`src/rtl/i2c_slave_ctrl_pkg.sv`:
```
// rtl/i2c_slave_ctrl_pkg.sv - shared types and constants for the I2C slave controller
package i2c_slave_ctrl_pkg;

  typedef enum logic [2:0] {
    IDLE,
    ADDR,
    ADDR_ACK,
    RX,
    RX_ACK,
    TX,
    TX_ACK,
    WAIT_STOP
  } i2c_state_t;

  localparam logic I2C_ACK  = 1'b0;
  localparam logic I2C_NACK = 1'b1;

endpackage

```
`src/rtl/i2c_slave_ctrl_if.sv`:
```
// rtl/i2c_slave_ctrl_if.sv - pin and byte-handshake bundle of the I2C slave controller
interface i2c_slave_ctrl_if;
  logic       scl_i;
  logic       sda_i;
  logic       sda_oe;
  logic       start_o;
  logic       stop_o;
  logic       addr_hit;
  logic       rw;
  logic [7:0] rx_data;
  logic       rx_valid;
  logic [7:0] tx_data;
  logic       tx_req;
  logic       busy;

  modport slave (
    input  scl_i, sda_i, tx_data,
    output sda_oe, start_o, stop_o, addr_hit, rw, rx_data, rx_valid, tx_req, busy
  );

  modport master (
    output scl_i, sda_i, tx_data,
    input  sda_oe, start_o, stop_o, addr_hit, rw, rx_data, rx_valid, tx_req, busy
  );
endinterface

```
`src/rtl/i2c_slave_ctrl_line_filter.sv`:
```
// rtl/i2c_slave_ctrl_line_filter.sv - 2-FF synchroniser, glitch filter and edge pulses for one pin
module i2c_line_filter #(
  parameter int FILTER_LEN = 3
) (
  input  logic clk,
  input  logic rst,
  input  logic line_i,
  output logic line_f,
  output logic rise,
  output logic fall
);

  localparam logic [2:0] CNT_MAX = 3'(FILTER_LEN - 1);

  logic [1:0] sync_q;
  logic [2:0] cnt_q;

  // Preset to 1 so an idle bus out of reset never produces a spurious edge.
  always_ff @(posedge clk) begin
    if (rst) begin
      sync_q <= 2'b11;
      line_f <= 1'b1;
      cnt_q  <= '0;
      rise   <= 1'b0;
      fall   <= 1'b0;
    end else begin
      sync_q <= {sync_q[0], line_i};
      rise   <= 1'b0;
      fall   <= 1'b0;
      if (sync_q[1] == line_f) begin
        cnt_q <= '0;
      end else if (cnt_q == CNT_MAX) begin
        cnt_q  <= '0;
        line_f <= sync_q[1];
        rise   <= sync_q[1];
        fall   <= ~sync_q[1];
      end else begin
        cnt_q <= cnt_q + 3'd1;
      end
    end
  end

endmodule

```
`src/rtl/i2c_slave_ctrl.sv`:
```
// rtl/i2c_slave_ctrl.sv - I2C slave bit/byte protocol sequencer with address match and ACK control
module i2c_slave_ctrl
  import i2c_slave_ctrl_pkg::*;
#(
  parameter logic [6:0] SLAVE_ADDR = 7'h50,
  parameter int         FILTER_LEN = 3
) (
  input logic             clk,
  input logic             rst,
  i2c_slave_ctrl_if.slave bus
);

  logic scl_f, scl_rise, scl_fall;
  logic sda_f, sda_rise, sda_fall;

  i2c_line_filter #(.FILTER_LEN(FILTER_LEN)) u_scl_filter (
    .clk    (clk),
    .rst    (rst),
    .line_i (bus.scl_i),
    .line_f (scl_f),
    .rise   (scl_rise),
    .fall   (scl_fall)
  );

  i2c_line_filter #(.FILTER_LEN(FILTER_LEN)) u_sda_filter (
    .clk    (clk),
    .rst    (rst),
    .line_i (bus.sda_i),
    .line_f (sda_f),
    .rise   (sda_rise),
    .fall   (sda_fall)
  );

  // Simultaneous SCL and SDA edges are treated as data, never as bus conditions.
  logic start_det, stop_det;
  assign start_det = sda_fall & scl_f & ~scl_rise & ~scl_fall;
  assign stop_det  = sda_rise & scl_f & ~scl_rise & ~scl_fall;

  i2c_state_t state_q, state_d;
  logic [2:0] bit_cnt_q, bit_cnt_d;
  logic [6:0] shift_q, shift_d;
  logic [7:0] rx_data_q, rx_data_d;
  logic       sda_oe_q, sda_oe_d;
  logic       busy_q, busy_d;
  logic       rw_q, rw_d;
  logic       acked_q, acked_d;
  logic       start_q, start_d;
  logic       stop_q, stop_d;
  logic       hit_q, hit_d;
  logic       rxv_q, rxv_d;
  logic       txr_q, txr_d;
  logic [7:0] byte_in;

  assign byte_in = {shift_q, sda_f};

  always_ff @(posedge clk) begin
    if (rst) begin
      state_q   <= IDLE;
      bit_cnt_q <= '0;
      shift_q   <= '0;
      rx_data_q <= '0;
      sda_oe_q  <= 1'b0;
      busy_q    <= 1'b0;
      rw_q      <= 1'b0;
      acked_q   <= 1'b0;
      start_q   <= 1'b0;
      stop_q    <= 1'b0;
      hit_q     <= 1'b0;
      rxv_q     <= 1'b0;
      txr_q     <= 1'b0;
    end else begin
      state_q   <= state_d;
      bit_cnt_q <= bit_cnt_d;
      shift_q   <= shift_d;
      rx_data_q <= rx_data_d;
      sda_oe_q  <= sda_oe_d;
      busy_q    <= busy_d;
      rw_q      <= rw_d;
      acked_q   <= acked_d;
      start_q   <= start_d;
      stop_q    <= stop_d;
      hit_q     <= hit_d;
      rxv_q     <= rxv_d;
      txr_q     <= txr_d;
    end
  end

  always_comb begin
    state_d   = state_q;
    bit_cnt_d = bit_cnt_q;
    shift_d   = shift_q;
    rx_data_d = rx_data_q;
    sda_oe_d  = sda_oe_q;
    busy_d    = busy_q;
    rw_d      = rw_q;
    acked_d   = acked_q;
    start_d   = 1'b0;
    stop_d    = 1'b0;
    hit_d     = 1'b0;
    rxv_d     = 1'b0;
    txr_d     = 1'b0;

    if (stop_det) begin
      stop_d    = 1'b1;
      state_d   = IDLE;
      sda_oe_d  = 1'b0;
      busy_d    = 1'b0;
      bit_cnt_d = '0;
    end else if (start_det) begin
      start_d   = 1'b1;
      state_d   = ADDR;
      sda_oe_d  = 1'b0;
      bit_cnt_d = '0;
    end else begin
      case (state_q)
        IDLE: ;
        ADDR: begin
          if (scl_rise) begin
            shift_d   = byte_in[6:0];
            bit_cnt_d = bit_cnt_q + 3'd1;
            if (bit_cnt_q == 3'd7) begin
              if (byte_in[7:1] == SLAVE_ADDR) begin
                hit_d   = 1'b1;
                rw_d    = byte_in[0];
                busy_d  = 1'b1;
                state_d = ADDR_ACK;
              end else begin
                state_d = WAIT_STOP;
              end
            end
          end
        end
        // sda_oe doubles as the "ACK bit in progress" marker for the ACK states.
        ADDR_ACK: begin
          if (scl_rise && sda_oe_q && rw_q) begin
            txr_d = 1'b1;
          end else if (scl_fall) begin
            if (!sda_oe_q) begin
              sda_oe_d = 1'b1;
            end else if (rw_q) begin
              shift_d  = bus.tx_data[6:0];
              sda_oe_d = ~bus.tx_data[7];
              state_d  = TX;
            end else begin
              sda_oe_d = 1'b0;
              state_d  = RX;
            end
          end
        end
        RX: begin
          if (scl_rise) begin
            shift_d   = byte_in[6:0];
            bit_cnt_d = bit_cnt_q + 3'd1;
            if (bit_cnt_q == 3'd7) begin
              rx_data_d = byte_in;
              rxv_d     = 1'b1;
              state_d   = RX_ACK;
            end
          end
        end
        RX_ACK: begin
          if (scl_fall) begin
            if (!sda_oe_q) begin
              sda_oe_d = 1'b1;
            end else begin
              sda_oe_d = 1'b0;
              state_d  = RX;
            end
          end
        end
        TX: begin
          if (scl_fall) begin
            bit_cnt_d = bit_cnt_q + 3'd1;
            if (bit_cnt_q == 3'd7) begin
              sda_oe_d = 1'b0;
              acked_d  = 1'b0;
              state_d  = TX_ACK;
            end else begin
              shift_d  = {shift_q[5:0], 1'b0};
              sda_oe_d = ~shift_q[6];
            end
          end
        end
        TX_ACK: begin
          if (scl_rise) begin
            if (sda_f == I2C_ACK) begin
              txr_d   = 1'b1;
              acked_d = 1'b1;
            end else begin
              busy_d  = 1'b0;
              state_d = WAIT_STOP;
            end
          end else if (scl_fall && acked_q) begin
            shift_d  = bus.tx_data[6:0];
            sda_oe_d = ~bus.tx_data[7];
            acked_d  = 1'b0;
            state_d  = TX;
          end
        end
        WAIT_STOP: sda_oe_d = 1'b0;
        default:   state_d  = IDLE;
      endcase
    end
  end

  assign bus.sda_oe   = sda_oe_q;
  assign bus.start_o  = start_q;
  assign bus.stop_o   = stop_q;
  assign bus.addr_hit = hit_q;
  assign bus.rw       = rw_q;
  assign bus.rx_data  = rx_data_q;
  assign bus.rx_valid = rxv_q;
  assign bus.tx_req   = txr_q;
  assign bus.busy     = busy_q;

endmodule

```
`src/flat_wrapper.sv`:
```
// flat-port wrapper written by rule: the top's interface ports become plain ports
module i2c_slave_ctrl_flat import i2c_slave_ctrl_pkg::*;
#(
  parameter logic [6:0] SLAVE_ADDR = 7'h50,
  parameter int         FILTER_LEN = 3
)
  (clk, rst, bus_scl_i, bus_sda_i, bus_tx_data, bus_sda_oe, bus_start_o, bus_stop_o, bus_addr_hit, bus_rw, bus_rx_data, bus_rx_valid, bus_tx_req, bus_busy);
  i2c_slave_ctrl_if bus_i ();
  input logic clk;
  input logic rst;
  input wire logic [$bits(bus_i.scl_i)-1:0] bus_scl_i;
  input wire logic [$bits(bus_i.sda_i)-1:0] bus_sda_i;
  input wire logic [$bits(bus_i.tx_data)-1:0] bus_tx_data;
  output wire logic [$bits(bus_i.sda_oe)-1:0] bus_sda_oe;
  output wire logic [$bits(bus_i.start_o)-1:0] bus_start_o;
  output wire logic [$bits(bus_i.stop_o)-1:0] bus_stop_o;
  output wire logic [$bits(bus_i.addr_hit)-1:0] bus_addr_hit;
  output wire logic [$bits(bus_i.rw)-1:0] bus_rw;
  output wire logic [$bits(bus_i.rx_data)-1:0] bus_rx_data;
  output wire logic [$bits(bus_i.rx_valid)-1:0] bus_rx_valid;
  output wire logic [$bits(bus_i.tx_req)-1:0] bus_tx_req;
  output wire logic [$bits(bus_i.busy)-1:0] bus_busy;
  assign bus_i.scl_i = bus_scl_i;
  assign bus_i.sda_i = bus_sda_i;
  assign bus_i.tx_data = bus_tx_data;
  assign bus_sda_oe = bus_i.sda_oe;
  assign bus_start_o = bus_i.start_o;
  assign bus_stop_o = bus_i.stop_o;
  assign bus_addr_hit = bus_i.addr_hit;
  assign bus_rw = bus_i.rw;
  assign bus_rx_data = bus_i.rx_data;
  assign bus_rx_valid = bus_i.rx_valid;
  assign bus_tx_req = bus_i.tx_req;
  assign bus_busy = bus_i.busy;
  i2c_slave_ctrl #(.SLAVE_ADDR(SLAVE_ADDR), .FILTER_LEN(FILTER_LEN)) u_core (.clk(clk), .rst(rst), .bus(bus_i));
endmodule
```
`config.mk`:
```
export PLATFORM = sky130hd
export DESIGN_NAME = i2c_slave_ctrl_flat
export DESIGN_NICKNAME = d
export VERILOG_FILES = /design/src/rtl/i2c_slave_ctrl_pkg.sv /design/src/rtl/i2c_slave_ctrl_if.sv /design/src/rtl/i2c_slave_ctrl_line_filter.sv /design/src/rtl/i2c_slave_ctrl.sv /design/src/flat_wrapper.sv
export SDC_FILE = /design/constraint.sdc
export NUM_CORES = 1
export LEC_CHECK = 0
export CAP_MARGIN = 30
export CORE_MARGIN = 5
export CORE_UTILIZATION = 59
export DETAILED_ROUTE_END_ITERATION = 16
export PLACE_DENSITY_LB_ADDON = 0.2
export SKIP_CTS_REPAIR_TIMING = 1
export SLEW_MARGIN = 20
export SYNTH_ARGS = -nofsm -noshare
export SYNTH_HDL_FRONTEND = slang
export SYNTH_HIERARCHICAL = 1
export SYNTH_SLANG_ARGS = --single-unit
```
`constraint.sdc`:
```
create_clock -name clk -period 3.8 [get_ports clk]
set_clock_uncertainty 0.2 [all_clocks]
set_input_delay 0.76 -clock clk [delete_from_list [all_inputs] [get_ports clk]]
set_output_delay 0.76 -clock clk [all_outputs]
set_load 0.005 [all_outputs]
```
==> flow_metrics.tcl <==
set metrics [dict create \
    max_slew_margin_pct 52.5 \
    layout.nets 288 \
    cp_cell_sequence "nor3b_1 > o21ai_1 > a2111o_1 > or4_1 > nand2_1" \
    syn_inst 245 \
    post_drt_wl_per_cell_um 14.2 \
    grt_pass1_wl_um 7600 \
    cap_viol_max_count 0 \
    min-delay-start "u_core/u_scl_filter/sync_q[0]" \
    slowest_delay_ns 0.79 \
    ant_nets 0 \
    min_period_ns 2.53 \
    fin_crit_sh_pct 66.6 \
    clkLatencyLatePin_ns 0.30 \
    rows 22 \
    r2r_start "u_core/state_q[2]" \
    worstMarginPinSlew_ns 0.711 \
    cp-end-kind "flip-flop" \
    cts_root_buf "clkbuf_8" \
    async_reset_ff_share_pct 0 \
    clkTransAtPathRegs_ns 0.08 \
    grt_max_degree 25 \
    syn_to_final_growth_pct 16.0 \
    synth_edf_count 0 \
    design_area_um2 2620 \
    grt-ovfl-total 0 \
    setup_slack_ns 1.27 \
    path_max_fanout 24 \
    ys.warnings.count 6 \
    grt_pass1_vias 1691 \
    fmax_ghz 0.395 \
    netlist_area_um2 2260 \
    dp_hpwl_um 3270 \
    synth.avg_cell_area_um2 9.21 \
    synth_seq_cells 46 \
    switchingPower_mw 0.180 \
    clockBufferDepth 2 \
    status "complete, no violations" \
    clock-sinks 46 \
    setup_viol 0 \
    final_max_slew_viol_count 0 \
    whs_ns 0.217 \
    vias 1835 \
    drt_iter0_drc 141 \
    startpoint_type "flip-flop" \
    port_buffers 27 \
    avgViaCountPerCell 5.75 \
    cts_buffers 5 \
    place_area_um2 2520 \
    synth.net_count 263 \
    place_ws_ns 1.30 \
    pwr-share-clk_pct 36.2 \
    antenna_found_initial 0 \
    critPathArrivalTime_ns 2.58 \
    crit_start "u_core/state_q[2]" \
    cpMaxStageDelayCell "dfxtp_1" \
    core_um2 3690 \
    ys.flop_type "dfxtp_1" \
    ys_seq_area_share_pct 40.8 \
    power.internal_mw 0.630 \
    grt_usage_pct 18.3 \
    die_y_um 71.9 \
    antenna_cells 0 \
    worstPathRequired_ns 3.85 \
    ioPinCount 28 \
    fin_tns_setup_ns 0 \
    drc 0 \
    gp_congestion 0.813 \
    pwr-share-seq_pct 60.1 \
    hold_viol 0 \
    rsz0062_at_grt "false" \
    first_pass_iters 4 \
    power.density_nw_per_um2 309 \
    postRouteWirelength_um 4540 \
    htreeDepth 2 \
    start_util_pct 61.2 \
    fp.dieW_um 71.9 \
    power_leakage_nw 1.02 \
    combPwrFrac_pct 3.7 \
    ir_drop_v 0.000256 \
    netlist-cell-type-count 56 \
    drive_gt1_share_pct 9.59 \
    dieArea_um2 5160 \
    holdCritPathClass "flip-flop to flip-flop" \
    cts_tree "done" \
    path_class "flip-flop to flip-flop" \
    switching_share_pct 22.2 \
]
-- area by class of cell --
class / count / area [um^2]
clock buffers: 5 / 68.8
clock inverters: 3 / 18.8
fillers: 304 / 1070
inverters: 10 / 37.5
multi-input cells: 177 / 1220
flip-flops and latches: 46 / 921
well taps: 48 / 60.1
repair buffers: 30 / 290
-- registers in the layout (all words and copies together) (netlist names) --
signal                      flops
u_core/bus.stop_o               1
u_core/shift_q                  7
u_core/u_sda_filter/sync_q      2
u_core/bus.rw                   1
u_core/u_sda_filter/fall        1
u_core/u_scl_filter/rise        1
u_core/bus.start_o              1
u_core/u_scl_filter/sync_q      2
u_core/bit_cnt_q                3
u_core/bus.rx_valid             1
u_core/bus.busy                 1
u_core/u_sda_filter/cnt_q       3
u_core/bus.addr_hit             1
u_core/u_sda_filter/rise        1
u_core/u_scl_filter/cnt_q       3
u_core/acked_q                  1
u_core/u_scl_filter/line_f      1
u_core/state_q                  3
u_core/u_scl_filter/fall        1
u_core/bus.sda_oe               1
u_core/u_sda_filter/line_f      1
u_core/bus.rx_data              8
u_core/bus.tx_req               1
-- worst max-delay path, delay by kind of cell, from the launching register on --
kind,cells,cell delay (ns)
AOI/OAI and AO/OA,2,0.64
DFF,1,0.79
and+or+nand+nor,3,0.86
-- power groups by stage --
stage / Combinational, mW / Sequential (mW) / Clock [mW]
2_1_floorplan: 0.0110 / 0.497 / 0
3_3_place_gp: 0.0288 / 0.498 / 0
3_5_place_dp: 0.0298 / 0.498 / 0
4_1_cts: 0.0299 / 0.487 / 0.300
5_1_grt: 0.0323 / 0.487 / 0.327
6_report: 0.0298 / 0.487 / 0.293
-- worst paths after layout --
check        slack [ns]  depth (start not counted)                       endpoint
max                1.27                          5              u_core/shift_q[2]
min                0.22                          1  u_core/u_scl_filter/sync_q[1]
max reg2reg        1.27                          5              u_core/shift_q[2]
min reg2reg        0.22                          1  u_core/u_scl_filter/sync_q[1]
-- cell usage in the layout, fill, tap and decap left out, drive strengths merged, types with 3 or more instances in the layout --
cell	count
ha	6
nor2b	13
o211ai	3
or3b	3
nor4	5
nor3	4
nand2b	4
nand4	4
dfxtp	46
nor2	23
or2	4
nand3	3
clkdlybuf4s50	27
mux2i	17
or4	7
a21oi	7
nor3b	4
nand2	15
buf	3
clkbuf	5
nor4b	3
o21ai	16
inv	11
-- synth_stat cells, types with 3 or more instances --
cell	number	area, um^2
dfxtp_1	46	921
nor2_1	23	86.3
mux2i_1	17	170
nand2_1	15	56.3
o21ai_0	14	70.1
nor2b_1	11	68.8
inv_1	10	37.5
a21oi_1	7	35.0
or4_1	7	52.6
ha_1	6	75.1
nor4_1	5	31.3
clkbuf_1	4	15.0
nand2b_1	4	25.0
nand4_1	4	25.0
nor3_1	4	20.0
nor3b_1	4	30.0
buf_6	3	33.8
nand3_1	3	15.0
o211ai_1	3	22.5
-- cells by family after synthesis --
kind of cell,count (synthesis),share of synthesized area [%]
compound gates,45,13.9
flops,46,40.8
mux,18,8.04
simple gates,105,27.7
fa+ha+maj,6,3.33
buf+inv,22,5.10
xor+xnor,3,1.16
-- through the flow --
step / power, mW / util (%) / cells
detailed placement: 0.528 / 68.5 / 310
global route: 0.846 / 71.0 / 319
global placement: 0.527 / 68.5 / 310
CTS: 0.817 / 70.8 / 318
finish: 0.809 / 71.0 / 319
floorplan: 0.508 / - / 245
-- layer usage --
layer,track usage (%),up-vias,share of wire [%]
met1,24.0,862,48
met4,6.26,0,1.3
met5,0,-,0
met3,4.91,6,4.3
li1,-,928,-
met2,29.1,39,47
Note: power is estimated with default switching activity, not from simulation.
